[config.mk]
export PLATFORM = sky130hd
export DESIGN_NAME = fifo_byte_unpacker
export DESIGN_NICKNAME = d
export VERILOG_FILES = /design/src/rtl/fifo_byte_unpacker.sv
export SDC_FILE = /design/constraint.sdc
export NUM_CORES = 1
export LEC_CHECK = 0
export CAP_MARGIN = 15
export CORE_MARGIN = 2
export CORE_UTILIZATION = 63
export CTS_BUF_LIST = sky130_fd_sc_hd__clkbuf_8 sky130_fd_sc_hd__clkbuf_16
export CTS_CLUSTER_DIAMETER = 120
export CTS_CLUSTER_SIZE = 14
export DETAILED_ROUTE_END_ITERATION = 8
export DONT_BUFFER_PORTS = 1
export PLACE_DENSITY_LB_ADDON = 0.3
export SLEW_MARGIN = 10
export SYNTH_ARGS = -nofsm -noshare
export SYNTH_HDL_FRONTEND = slang
export SYNTH_SLANG_ARGS = --single-unit
[constraint.sdc]
create_clock -name clk_i -period 2.9 [get_ports clk_i]
set_input_delay 0.29 -clock clk_i [delete_from_list [all_inputs] [get_ports clk_i]]
set_output_delay 0.29 -clock clk_i [all_outputs]
set_load 0.03 [all_outputs]
[src/rtl/fifo_byte_unpacker.sv]
// fifo_byte_unpacker: pulls one word at a time from a sync_fifo and streams it out as bytes
module fifo_byte_unpacker #(
    parameter int DATA_WIDTH = 32,
    parameter int BYTE_WIDTH = 8,
    parameter bit LSB_FIRST  = 1
) (
    input  logic                  clk_i,
    input  logic                  rst_i,
    input  logic                  fifo_empty_i,
    output logic                  fifo_rd_en_o,
    input  logic                  fifo_rd_data_valid_i,
    input  logic [DATA_WIDTH-1:0] fifo_rd_data_i,
    output logic                  byte_valid_o,
    input  logic                  byte_ready_i,
    output logic [BYTE_WIDTH-1:0] byte_data_o,
    output logic                  byte_last_o,
    output logic [15:0]           word_cnt_o
);
    localparam int N = DATA_WIDTH / BYTE_WIDTH;
    localparam int IW = N > 1 ? $clog2(N) : 1;
    localparam logic [IW-1:0] LAST_IDX = IW'(N - 1);
    localparam logic [IW-1:0] PEN_IDX = IW'(N - 2);

    typedef enum logic [1:0] {IDLE, REQ, WAIT, SEND} state_t;

    state_t                state;
    logic [DATA_WIDTH-1:0] sr;
    logic [IW-1:0]         idx;

    // The byte being offered always sits at the exit end of the shift register
    assign byte_data_o = LSB_FIRST ? sr[BYTE_WIDTH-1:0] : sr[DATA_WIDTH-1 -: BYTE_WIDTH];

    always_ff @(posedge clk_i or posedge rst_i) begin
        if (rst_i) begin
            state        <= IDLE;
            sr           <= '0;
            idx          <= '0;
            word_cnt_o   <= '0;
            fifo_rd_en_o <= 1'b0;
            byte_valid_o <= 1'b0;
            byte_last_o  <= 1'b0;
        end else begin
            case (state)
                IDLE: begin
                    if (!fifo_empty_i) begin
                        state        <= REQ;
                        fifo_rd_en_o <= 1'b1;
                    end
                end
                REQ: begin
                    state        <= WAIT;
                    fifo_rd_en_o <= 1'b0;
                end
                WAIT: begin
                    if (fifo_rd_data_valid_i) begin
                        state        <= SEND;
                        sr           <= fifo_rd_data_i;
                        idx          <= '0;
                        byte_valid_o <= 1'b1;
                        byte_last_o  <= N == 1;
                    end else begin
                        state <= IDLE;
                    end
                end
                SEND: begin
                    if (byte_ready_i) begin
                        if (idx == LAST_IDX) begin
                            state        <= IDLE;
                            byte_valid_o <= 1'b0;
                            byte_last_o  <= 1'b0;
                            word_cnt_o   <= word_cnt_o + 16'd1;
                        end else begin
                            idx         <= idx + 1'b1;
                            sr          <= LSB_FIRST ? sr >> BYTE_WIDTH : sr << BYTE_WIDTH;
                            byte_last_o <= idx == PEN_IDX;
                        end
                    end
                end
                default: state <= IDLE;
            endcase
        end
    end
endmodule

* Word-level counts from Yosys, hierarchy flattened
Index checks and enable logic that the tools add are counted.
** Word-level totals
- Bits in registers :: 55
- Bits of input ports :: 37
- Output and inout port bits :: 27
- Logic and storage cells :: 51
** Operators by class
- $add $sub $neg :: 2
- Eq/ne operators :: 10
- Muxes and demuxes :: 23
- Reduce and logical (&&, ||, !) cells :: 9
** Operators with widths (count)
- $mux 32 :: 3
- $pmux 32 s2 :: 1
- $add 16x1->16 const B :: 1
- $mux 2 :: 7
- $ne 2x2->1 const B :: 5
- $reduce_and 3->1 :: 3
- $eq 2x2->1 const B :: 4
- $pmux 2 s4 :: 1
- $reduce_and 4->1 :: 2
- $mux 1 :: 7
- $pmux 1 s2 :: 3
- $pmux 2 s2 :: 1
- $reduce_bool 2->1 :: 2
- $add 2x1->2 const B :: 1
- $eq 2x1->1 const B :: 1
- $logic_not 2->1 :: 1
- $reduce_and 2->1 :: 1

* Longest topological paths before layout
Gate-level depths: netlist of the first run.
- Depth after elaboration :: 4
- Depth in mapped cells :: 6

* Worst setup path before layout of the first run
No wires, ideal clock.
- Path type :: reg2reg
- Start point :: register idx[0]
- End point :: register word_cnt_o[14]
- Arrival time :: 1.491 ns
- Data required time :: 2.767 ns
- Path slack :: 1.276 ns
- Cell stages (with the launch flop) :: 7
- Path buffers :: 1
- Period minus slack after synthesis :: 1.624 ns
- Path through :: dfrtp_1 -> ha_1 -> buf_2 -> nand4_4 -> nor4_2 -> nand3_1 -> xnor2_1
** Between the ends
- Word-level cells in the longest chain between the ends :: 2
** RTL lines
- start: declaration :: RTL line 28 : logic [IW-1:0] idx;
- start signal: assignment :: RTL line 73 : idx <= idx + 1'b1;
- $eq 2x2->1 :: RTL line 67 : if (idx == LAST_IDX) begin
- $reduce_and 3->1 (no source line)
- end signal: assignment :: RTL line 71 : word_cnt_o <= word_cnt_o + 16'd1;
- end: declaration :: RTL line 17 : output logic [15:0] word_cnt_o
Every way passes these cells.
A chain may end at the register's enable or synchronous reset.

* Worst setup path after layout of the first run
- Start point :: register idx[0]
- End point :: register word_cnt_o[13]
Same word-level chain as after synthesis.

==> reports/results.ini, run 1 <==
[critical_path]
critPathKind = reg -> reg
critPathLaunchType = register
required_ns = 3.08
cp-end-kind = register
worstPathArrival_ns = 2.04
cp_max_fo = 9

[outcome]
outcome = complete, no violations

[timing]
fin_crit_sh_pct = 64.2
drv_slew = 0
rsz0062_at_grt = no
period_minus_slack_ns = 1.86
max_freq_ghz = 0.537
finalHoldViolations = 0
layout_setup_ws_ns = 1.04
skew_ns = 0.00722
tightest_slew_ns = 0.920
finalSetupTns_ns = 0
slew_headroom_pct = 38.6
setup_viol_count_final = 0

[clock_network]
post_cts_buffers = 0
cts-root-buf = clkbuf_8
clkLatencyLatePin_ns = 0.30
cts_made_buffers = 5
cts_resized = 0
cts_hold_buffers = 0
cts.sinks = 55
path_clk_slew_ns = 0.09
htree_num_levels = 2
cts_buffer_depth = 2
cts_tree = done

[floorplanning]
die_height_um = 68.2
coreArea_mm2 = 0.00397
die-area_mm2 = 0.00464
fp-row-count = 23
pin_count = 64
die_w_um = 68.2
start_util_pct = 65.3

[logic_synthesis]
synth_cell_type_count = 31
synth_edf_count = 0
synth_area_mm2 = 0.00259
synth_compound_area_share_pct = 10.2
ys.flop_type = dfrtp_1
synth-seq-area-share_pct = 53.1
async_reset_ff_share_pct = 100
synth_fa_ha_area_share_pct = 1.45
synth_xor_area_share_pct = 5.07
ys_warn_count = 0
syn_nets = 275
synth_seq_cells = 55
synth_common_cells = 55 x dfrtp_1, 30 x nor2_1, 28 x a21oi_1
synth_top_cell_by_area = dfrtp_1
synth.area.top_cells = dfrtp_1 53%, mux2i_1 9.3%, a21oi_1 5.4%, nor2_1 4.3%, buf_4 3.2%
synthMuxAreaShare_pct = 9.27
synth.avg_cell_area_um2 = 11.0
yosys.area_share.simple_pct = 15.0
netlist_instances = 235
netlist.area_leader.share_pct = 53.1
synth_top_family_by_area = simple AND/OR/NAND/NOR gates
yosysMostFrequentCell = dfrtp_1

[drt]
routed_wl_mm = 4.60
vias_per_cell = 6.03
drtIter0Drc = 120
drc = 0
final_antenna_net_count = 0
vias = 1653
wl_per_cell_um = 16.8
firstDrtPassIters = 4

[power_and_ir_drop]
p_sw_share_pct = 39.2
power_density_mw_per_mm2 = 1020
p_sw_uw = 1060
p_leak_uw = 0.00127
p_comb_share_pct = 29.5
pwr-share-seq_pct = 52.7
peakVddDrop_v = 0.000625
power.internal_uw = 1640
clock_power_share_pct = 17.8
power_uw = 2700

[cells_and_area]
drive_above_1_share_pct = 7.14
nNetsFinal = 264
multi_input_area_mm2 = 0.00107
final_util_pct = 66.3
syn2layout_area_growth_pct = 1.54
antenna_cells = 0
register_area_mm2 = 0.00138
final.fill_count = 314

[hold_path]
hold_class = in -> async

[global_route]
met2_usage_pct = 35.7
grt_max_degree = 56
busiest_layer = met2
grt_util_met1_pct = 26.9
grtUsageMet3_pct = 7.73
antenna_found_initial = 0
grt_pass1_vias = 1632
grt_first_pass_wirelength_mm = 7.49
grt.total_usage_pct = 21.8
grt-ovfl-total = 0

[placed_design]
portBuffers = 0
place_congestion = 0.725
hpwl_mm = 3.27
place_ws_ns = 1.05

[job]
maxCapViolCount = 0

==> area by class of cell <==
class	count	area share, %
clock inverters	2	1.28
well taps	50	2.38
clock buffers	5	2.61
repair buffers	1	0.285
inverters	3	0.475
flip-flops and latches	55	52.3
multi-input cells	158	40.7
==> cells by family after synthesis <==
group | after synthesis
muxes | 24
xor gates and xnor gates | 15
DFF | 55
AOI/OAI and AO/OA | 43
adders and majority gates | 3
and+or+nand+nor | 73
buffers and inverters | 22
==> final timing paths <==
path / startpoint / end / slack (ns) / cells past startpoint
worst max-delay path: idx[0] / word_cnt_o[13] / 1.04 / 5
worst min-delay path: rst_i / word_cnt_o[5] / 0.03 / 1
worst max register to register: idx[0] / word_cnt_o[13] / 1.04 / 5
worst min register to register: sr[30] / sr[30] / 0.51 / 1
max in group asynchronous: rst_i / sr[19] / 2.33 / 1
min in group clk_i: fifo_rd_data_i[29] / sr[29] / 0.12 / 1
==> state kept, by name (all words and copies together), names as in the netlist <==
| name | cells |
|---|---|
| sr | 32 |
| word_cnt_o | 16 |
| idx | 2 |
| state | 2 |
| byte_last_o | 1 |
| byte_valid_o | 1 |
| fifo_rd_en_o | 1 |
==> metrics by stage <==
stage	cell area, µm²	hold WS [ns]	instances
final	2630	0.0340	274
after detailed placement	2530	0.434	267
after CTS	2630	0.117	274
after global placement	2530	0.434	267
after global routing	2630	0.0993	274
after floorplan	2590	0.430	235
==> layout by cell type, fill, tap and decap left out, drive strengths merged, types with 2 or more instances in the layout <==
master / count
dfrtp: 55
a21oi: 28
o21ai: 4
nor4: 2
nand3: 11
xnor2: 9
and4: 2
ha: 3
nand2: 14
mux2i: 24
xor2: 6
nand4: 4
a22o: 8
clkbuf: 5
nor3: 2
nor2: 30
inv: 3
and3: 3
==> per-layer routing <==
| layer | part of all wire, % | vias up |
|---|---|---|
| li1 | - | 788 |
| met1 | 42 | 811 |
| met2 | 50 | 49 |
| met3 | 7.3 | 5 |
| met4 | 1.2 | 0 |
| met5 | 0 | - |
==> worst max-delay path, cell delays in order, from the launching register on <==
cell and delay [ns]:
dfrtp_1 0.42, ha_1 0.41, nand4_4 0.22, nor4_4 0.40, nand3_1 0.13, xnor2_1 0.16
==> power groups by stage <==
| stage | Combinational (µW) | Sequential, µW | Clock (µW) |
|---|---|---|---|
| final | 795 | 1420 | 481 |
| after global routing | 905 | 1470 | 525 |
| after CTS | 806 | 1420 | 488 |
| after detailed placement | 799 | 1440 | 0 |
| after global placement | 763 | 1420 | 0 |
| after floorplan | 968 | 1230 | 0 |
Note: power is estimated with default switching activity, not from simulation.
==> run 2, diff against run 1 <==
--- a/config.mk
+++ b/config.mk
@@ -7,7 +7,7 @@
 export LEC_CHECK = 0
 export CAP_MARGIN = 15
 export CORE_MARGIN = 2
-export CORE_UTILIZATION = 63
+export CORE_UTILIZATION = 62
 export CTS_BUF_LIST = sky130_fd_sc_hd__clkbuf_8 sky130_fd_sc_hd__clkbuf_16
 export CTS_CLUSTER_DIAMETER = 120
 export CTS_CLUSTER_SIZE = 14
==> constraint.sdc (replaced) <==
create_clock -name clk_i -period 1.9 [get_ports clk_i]
set_input_delay 0.19 -clock clk_i [delete_from_list [all_inputs] [get_ports clk_i]]
set_output_delay 0.19 -clock clk_i [all_outputs]
set_load 0.03 [all_outputs]
==> reports/results.ini, run 2 (synthesis gave the netlist of run 1 again) <==
[cells_and_area]
syn2layout_area_growth_pct = 8.35  ; was 1.54%
largestRegisters = sr (32), word_cnt_o (16)  ; unchanged
largest_reg_flops = 32  ; unchanged
final_cell_mix = 54 x dfrtp_1, 30 x nor2_1, 28 x a21oi_1, 24 x mux2i_1, 16 x buf_4  ; was 55 x dfrtp_1, 30 x nor2_1, 28 x a21oi_1, 24 x mux2i_1, 13 x nand2_1
top_register = sr  ; unchanged
antenna_cells = 0  ; unchanged
layout_commonest_cell = dfrtp_1  ; unchanged
drive_above_1_share_pct = 14.5  ; was 7.14%
instances_no_fill = 292  ; was 274
final_util_pct = 70.2  ; was 66.3%
nNetsFinal = 282  ; was 264

[clock_network]
cts_buffer_depth = 2  ; unchanged
cts.sinks = 55  ; unchanged
htree_num_levels = 2  ; unchanged
cts_made_buffers = 5  ; unchanged
clkLatencyLatePin_ns = 0.30  ; about the same
cts_tree = done  ; unchanged
cts-root-buf = clkbuf_8  ; unchanged
path_clk_slew_ns = 0.10  ; was 0.09 ns

[timing]
finalSetupTns_ns = 0  ; unchanged
period_minus_slack_ns = 1.75  ; was 1.86 ns
drv_slew = 0  ; unchanged
max_freq_ghz = 0.572  ; was 0.537 GHz
setup_viol_count_final = 0  ; unchanged
slew_headroom_pct = 64.1  ; was 38.6%
finalHoldViolations = 0  ; unchanged
tightest_slew_ns = 0.537  ; was 0.920 ns
fin_crit_sh_pct = 92.1  ; was 64.2%
skew_ns = 0.00976  ; was 0.00722 ns
layout_setup_ws_ns = 0.151  ; was 1.04 ns
rsz0062_at_grt = no  ; unchanged

[critical_path]
critPathLaunch = idx[0]  ; unchanged
critPathLaunchType = register  ; unchanged
worstPathArrival_ns = 1.95  ; was 2.04 ns
critPathKind = reg -> reg  ; unchanged
cp_max_fo = 7  ; was 9
reg2reg_from = idx[0]  ; unchanged
cp-end-kind = register  ; unchanged
required_ns = 2.10  ; was 3.08 ns

[floorplanning]
coreArea_mm2 = 0.00400  ; was 0.00397 mm²
pin_count = 64  ; unchanged
die-area_mm2 = 0.00471  ; was 0.00464 mm²
die_w_um = 68.7  ; was 68.2 µm
fp-row-count = 23  ; unchanged
die_height_um = 68.7  ; was 68.2 µm
start_util_pct = 64.8  ; was 65.3%

[drt]
vias_per_cell = 5.83  ; was 6.03
drc = 0  ; unchanged
vias = 1703  ; was 1,653
wl_per_cell_um = 17.4  ; was 16.8 µm
final_antenna_net_count = 0  ; unchanged
routed_wl_mm = 5.09  ; was 4.60 mm
firstDrtPassIters = 4  ; unchanged
drtIter0Drc = 56  ; was 120

[global_route]
antenna_found_initial = 0  ; unchanged
grt.total_usage_pct = 23.9  ; was 21.8%
grt_max_degree = 49  ; was 56
grt_pass1_vias = 1687  ; was 1,632
grt-ovfl-total = 0  ; unchanged
grt_first_pass_wirelength_mm = 8.11  ; was 7.49 mm

[job]
maxCapViolCount = 0  ; unchanged

[placed_design]
hpwl_mm = 3.72  ; was 3.27 mm
place_ws_ns = 0.0803  ; was 1.05 ns
place_congestion = 0.808  ; was 0.725
portBuffers = 0  ; unchanged
dpl.cell_count = 284  ; was 267

[hold_path]
hold_class = in -> reg  ; was in -> async
min_from = fifo_rd_data_i[26]

[outcome]
outcome = complete, no violations  ; unchanged

[power_and_ir_drop]
p_leak_uw = 0.00137  ; was 0.00127 µW
peakVddDrop_v = 0.00106  ; was 0.000625 V
power_uw = 4310  ; was 2700 µW
power_density_mw_per_mm2 = 1530  ; was 1020 mW/mm²

[run 2: cell types whose count changed in the layout (fill, tap and decap cells not counted), sizes merged]
cell,before,now
dlygate4sd3,0,1
inv,3,4
buf,1,18
clkinv,1,0
[run 2: worst max-delay path, stage by stage (launching register included)]
cell and delay [ns]:
dfrtp_1 0.42, ha_2 0.28, nand4_4 0.19, nor4_4 0.37, nand3_1 0.13, xnor2_1 0.25
[run 2: per-stage QoR]
step                      instance area, µm²  hold slack [ns]
after detailed placement                2690            0.145
after global routing                    2810          0.00934
after floorplan                         2590            0.330
final                                   2810           0.0175
after CTS                               2810           0.0162
after global placement                  2690            0.143
[run 2: cell type report]
type | instances | area (µm²)
clock buffers | 5 | 68.8
repair buffers | 19 | 170
fillers | 320 | 1190
inverters | 3 | 11.3
well taps | 50 | 62.6
flip-flops and latches | 55 | 1380
multi-input cells | 158 | 1080
clock inverters | 2 | 33.8
[run 2: worst paths after layout]
| check | end | slack, ns | cells after the start |
|---|---|---|---|
| setup / recovery | word_cnt_o[13] | 0.15 | 5 |
| hold / removal | sr[26] | 0.02 | 1 |
| setup reg to reg | word_cnt_o[13] | 0.15 | 5 |
| hold reg to reg | sr[29] | 0.51 | 1 |
| max in group asynchronous | word_cnt_o[10] | 0.90 | 3 |
| min in group asynchronous | state[1] | 0.38 | 2 |
[run 2: timing repair]
action                                 4_1_cts  5_1_grt
setup buffers                                0        0
hold buffers                                 1        0
endpoints found under the hold margin       24        0
setup endpoints to repair                    0        2
resized for setup                            0        2
[run 2: where the power goes]
| part | leakage, µW | switching, µW | internal [µW] |
|---|---|---|---|
| clock network | 0.0000554 | 357 | 382 |
| logic | 0.000646 | 788 | 665 |
| registers | 0.000672 | 535 | 1580 |
[run 2: per-layer routing]
layer	global-route usage (%)	wire (µm)	vias up
met2	38.7	2580	51
li1	-	-	827
met3	5.68	336	7
met1	31.7	2100	818
met5	0	0	-
met4	8.25	74	0
==> run 3, diff against run 2 <==
--- a/config.mk
+++ b/config.mk
@@ -7,13 +7,14 @@
 export LEC_CHECK = 0
 export CAP_MARGIN = 15
 export CORE_MARGIN = 2
-export CORE_UTILIZATION = 62
+export CORE_UTILIZATION = 45
 export CTS_BUF_LIST = sky130_fd_sc_hd__clkbuf_8 sky130_fd_sc_hd__clkbuf_16
 export CTS_CLUSTER_DIAMETER = 120
 export CTS_CLUSTER_SIZE = 14
 export DETAILED_ROUTE_END_ITERATION = 8
 export DONT_BUFFER_PORTS = 1
 export PLACE_DENSITY_LB_ADDON = 0.3
+export RECOVER_POWER = 25
 export SLEW_MARGIN = 10
 export SYNTH_ARGS = -nofsm -noshare
 export SYNTH_HDL_FRONTEND = slang
==> reports/results.ini, run 3 (synthesis gave the netlist of run 1 again) <==
[timing]
max_freq_ghz = 0.576  ; was 0.572 GHz
slew_headroom_pct = 19.1  ; was 64.1%
setup_viol_count_final = 0  ; unchanged
fin_crit_sh_pct = 91.4  ; was 92.1%
finalSetupTns_ns = 0  ; unchanged
rsz0062_at_grt = no  ; unchanged
skew_ns = 0.00923  ; was 0.00976 ns
drv_slew = 0  ; unchanged
period_minus_slack_ns = 1.74  ; was 1.75 ns
layout_setup_ws_ns = 0.163  ; was 0.151 ns
tightest_slew_ns = 1.21  ; was 0.537 ns
finalHoldViolations = 0  ; unchanged

[power_and_ir_drop]
power_density_mw_per_mm2 = 1470  ; was 1530 mW/mm²
p_sw_share_pct = 40.6  ; was 39.0%
power.internal_uw = 2510  ; was 2630 µW
pwr-share-seq_pct = 50.2  ; was 49.1%
p_comb_share_pct = 33.8  ; was 33.7%
p_leak_uw = 0.00139  ; was 0.00137 µW
peakVddDrop_v = 0.000847  ; was 0.00106 V
p_sw_uw = 1720  ; was 1680 µW
clock_power_share_pct = 16.1  ; was 17.2%

[floorplanning]
pin_count = 64  ; unchanged
die_height_um = 79.9  ; was 68.7 µm
die-area_mm2 = 0.00638  ; was 0.00471 mm²
coreArea_mm2 = 0.00554  ; was 0.00400 mm²
die_w_um = 79.9  ; was 68.7 µm
fp-row-count = 27  ; was 23
start_util_pct = 46.8  ; was 64.8%

[clock_network]
cts_made_buffers = 5  ; unchanged
path_clk_slew_ns = 0.11  ; was 0.10 ns
cts.sinks = 55  ; unchanged
cts-root-buf = clkbuf_8  ; unchanged
clkLatencyLatePin_ns = 0.32  ; was 0.30 ns
cts_tree = done  ; unchanged
htree_num_levels = 2  ; unchanged
cts_buffer_depth = 2  ; unchanged
cts_resized = 0  ; unchanged

[placed_design]
place_congestion = 0.795  ; was 0.808
hpwl_mm = 3.46  ; was 3.72 mm
dpl.cell_count = 305  ; was 284
place_ws_ns = 0.178  ; was 0.0803 ns
portBuffers = 0  ; unchanged
placed_area_mm2 = 0.00273  ; was 0.00269 mm²

[cells_and_area]
final_cell_mix = 55 x dfrtp_1, 30 x nor2_1, 28 x a21oi_1, 24 x mux2i_1, 14 x buf_4  ; was 54 x dfrtp_1, 30 x nor2_1, 28 x a21oi_1, 24 x mux2i_1, 16 x buf_4
antenna_cells = 0  ; unchanged
syn2layout_area_growth_pct = 11.3  ; was 8.35%
largestRegisters = sr (32), word_cnt_o (16)  ; unchanged
final_util_pct = 52.1  ; was 70.2%
instances_no_fill = 321  ; was 292
largest_reg_flops = 32  ; unchanged
drive_above_1_share_pct = 13.3  ; was 14.5%
layout_commonest_cell = dfrtp_1  ; unchanged
top_register = sr  ; unchanged
finish.instance_area_mm2 = 0.00289  ; was 0.00281 mm²
nNetsFinal = 288  ; was 282

[global_route]
antenna_found_initial = 0  ; unchanged
grt-ovfl-total = 0  ; unchanged
grt_first_pass_wirelength_mm = 8.36  ; was 8.11 mm
grt_pass1_vias = 1733  ; was 1,687
grt.total_usage_pct = 17.0  ; was 23.9%
grt_max_degree = 56  ; was 49

[critical_path]
critical_path.top_delay_family = simple AND/OR/NAND/NOR gates  ; unchanged
crit_chain = nand4_4 > or2_1 > nor3_2 > xor2_1  ; was ha_2 > nand4_4 > nor4_4 > nand3_1 > xnor2_1
critPathKind = reg -> reg  ; unchanged
cp_max_fo = 13  ; was 7
critPathLaunchType = register  ; unchanged
critPathBufInv = 0  ; unchanged
required_ns = 2.13  ; was 2.10 ns
cp-end-kind = register  ; unchanged
cpPeakStageDelay_ns = 0.67  ; was 0.42 ns
critPathSlowestCell = dfrtp_1  ; unchanged
worstPathArrival_ns = 1.97  ; was 1.95 ns

[hold_path]
hold_class = in -> reg  ; unchanged

[outcome]
outcome = complete, no violations  ; unchanged

[drt]
wl_per_cell_um = 15.5  ; was 17.4 µm
vias_per_cell = 5.26  ; was 5.83
drtIter0Drc = 88  ; was 56
vias = 1688  ; was 1,703
final_antenna_net_count = 0  ; unchanged
drc = 0  ; unchanged
firstDrtPassIters = 4  ; unchanged
routed_wl_mm = 4.98  ; was 5.09 mm

[job]
maxCapViolCount = 0  ; unchanged

## run 3: cell count changes in the layout (fill, tap and decap cells not counted), sizes merged
cell         before  now
dlygate4sd3       1    8
buf              18   17
bufinv            1    0
clkinv            0    2
## run 3: layer usage
| metal | share of wire [%] | vias up | track usage, % |
|---|---|---|---|
| met2 | 45 | 43 | 24.5 |
| met1 | 48 | 804 | 24.2 |
| met3 | 5.9 | 5 | 5.66 |
| met4 | 0.68 | 0 | 4.92 |
| li1 | - | 836 | - |
| met5 | 0 | - | 0 |
## run 3: per-stage QoR
step                      hold WS [ns]  power, µW
after global routing           0.00993       4550
final                           0.0202       4230
after detailed placement         0.156       3580
after global placement           0.157       3520
after CTS                      0.00293       4280
after floorplan                  0.330       3360
## run 3: cell type report
class / count / area (µm²)
Fill cell: 523 / 2660
Sequential cell: 55 / 1380
Multi-Input combinational cell: 158 / 1080
Timing Repair Buffer: 25 / 230
Tap cell: 72 / 90.1
Clock buffer: 5 / 68.8
Clock inverter: 3 / 26.3
Inverter: 3 / 11.3
## run 3: what timing repair did
item	CTS	global route
endpoints found under the hold margin	60	2
buffers inserted	0	0
hold buffers	6	2
## run 3: worst register-to-register path: stages, from the launching register on
cell,delay (ns)
dfrtp_1,0.67
nand4_4,0.25
or2_1,0.34
nor3_2,0.22
xor2_1,0.19
## run 3: power by group through the flow
stage | logic (µW) | clock network (µW) | registers [µW]
after floorplan | 1480 | 0 | 1880
after global placement | 1390 | 0 | 2130
after detailed placement | 1420 | 0 | 2150
after CTS | 1440 | 705 | 2130
after global routing | 1620 | 754 | 2180
final | 1430 | 679 | 2120
## run 3: final timing paths
check	endpoint	slack [ns]	cells after the start	startpoint
worst max register to register	word_cnt_o[9]	0.16	4	state[0]
min in group asynchronous	state[0]	0.73	3	rst_i
max in group asynchronous	sr[5]	0.44	3	rst_i
worst min register to register	sr[27]	0.51	1	sr[27]
worst min-delay path	sr[28]	0.02	1	fifo_rd_data_i[28]
worst max-delay path	word_cnt_o[9]	0.16	4	state[0]
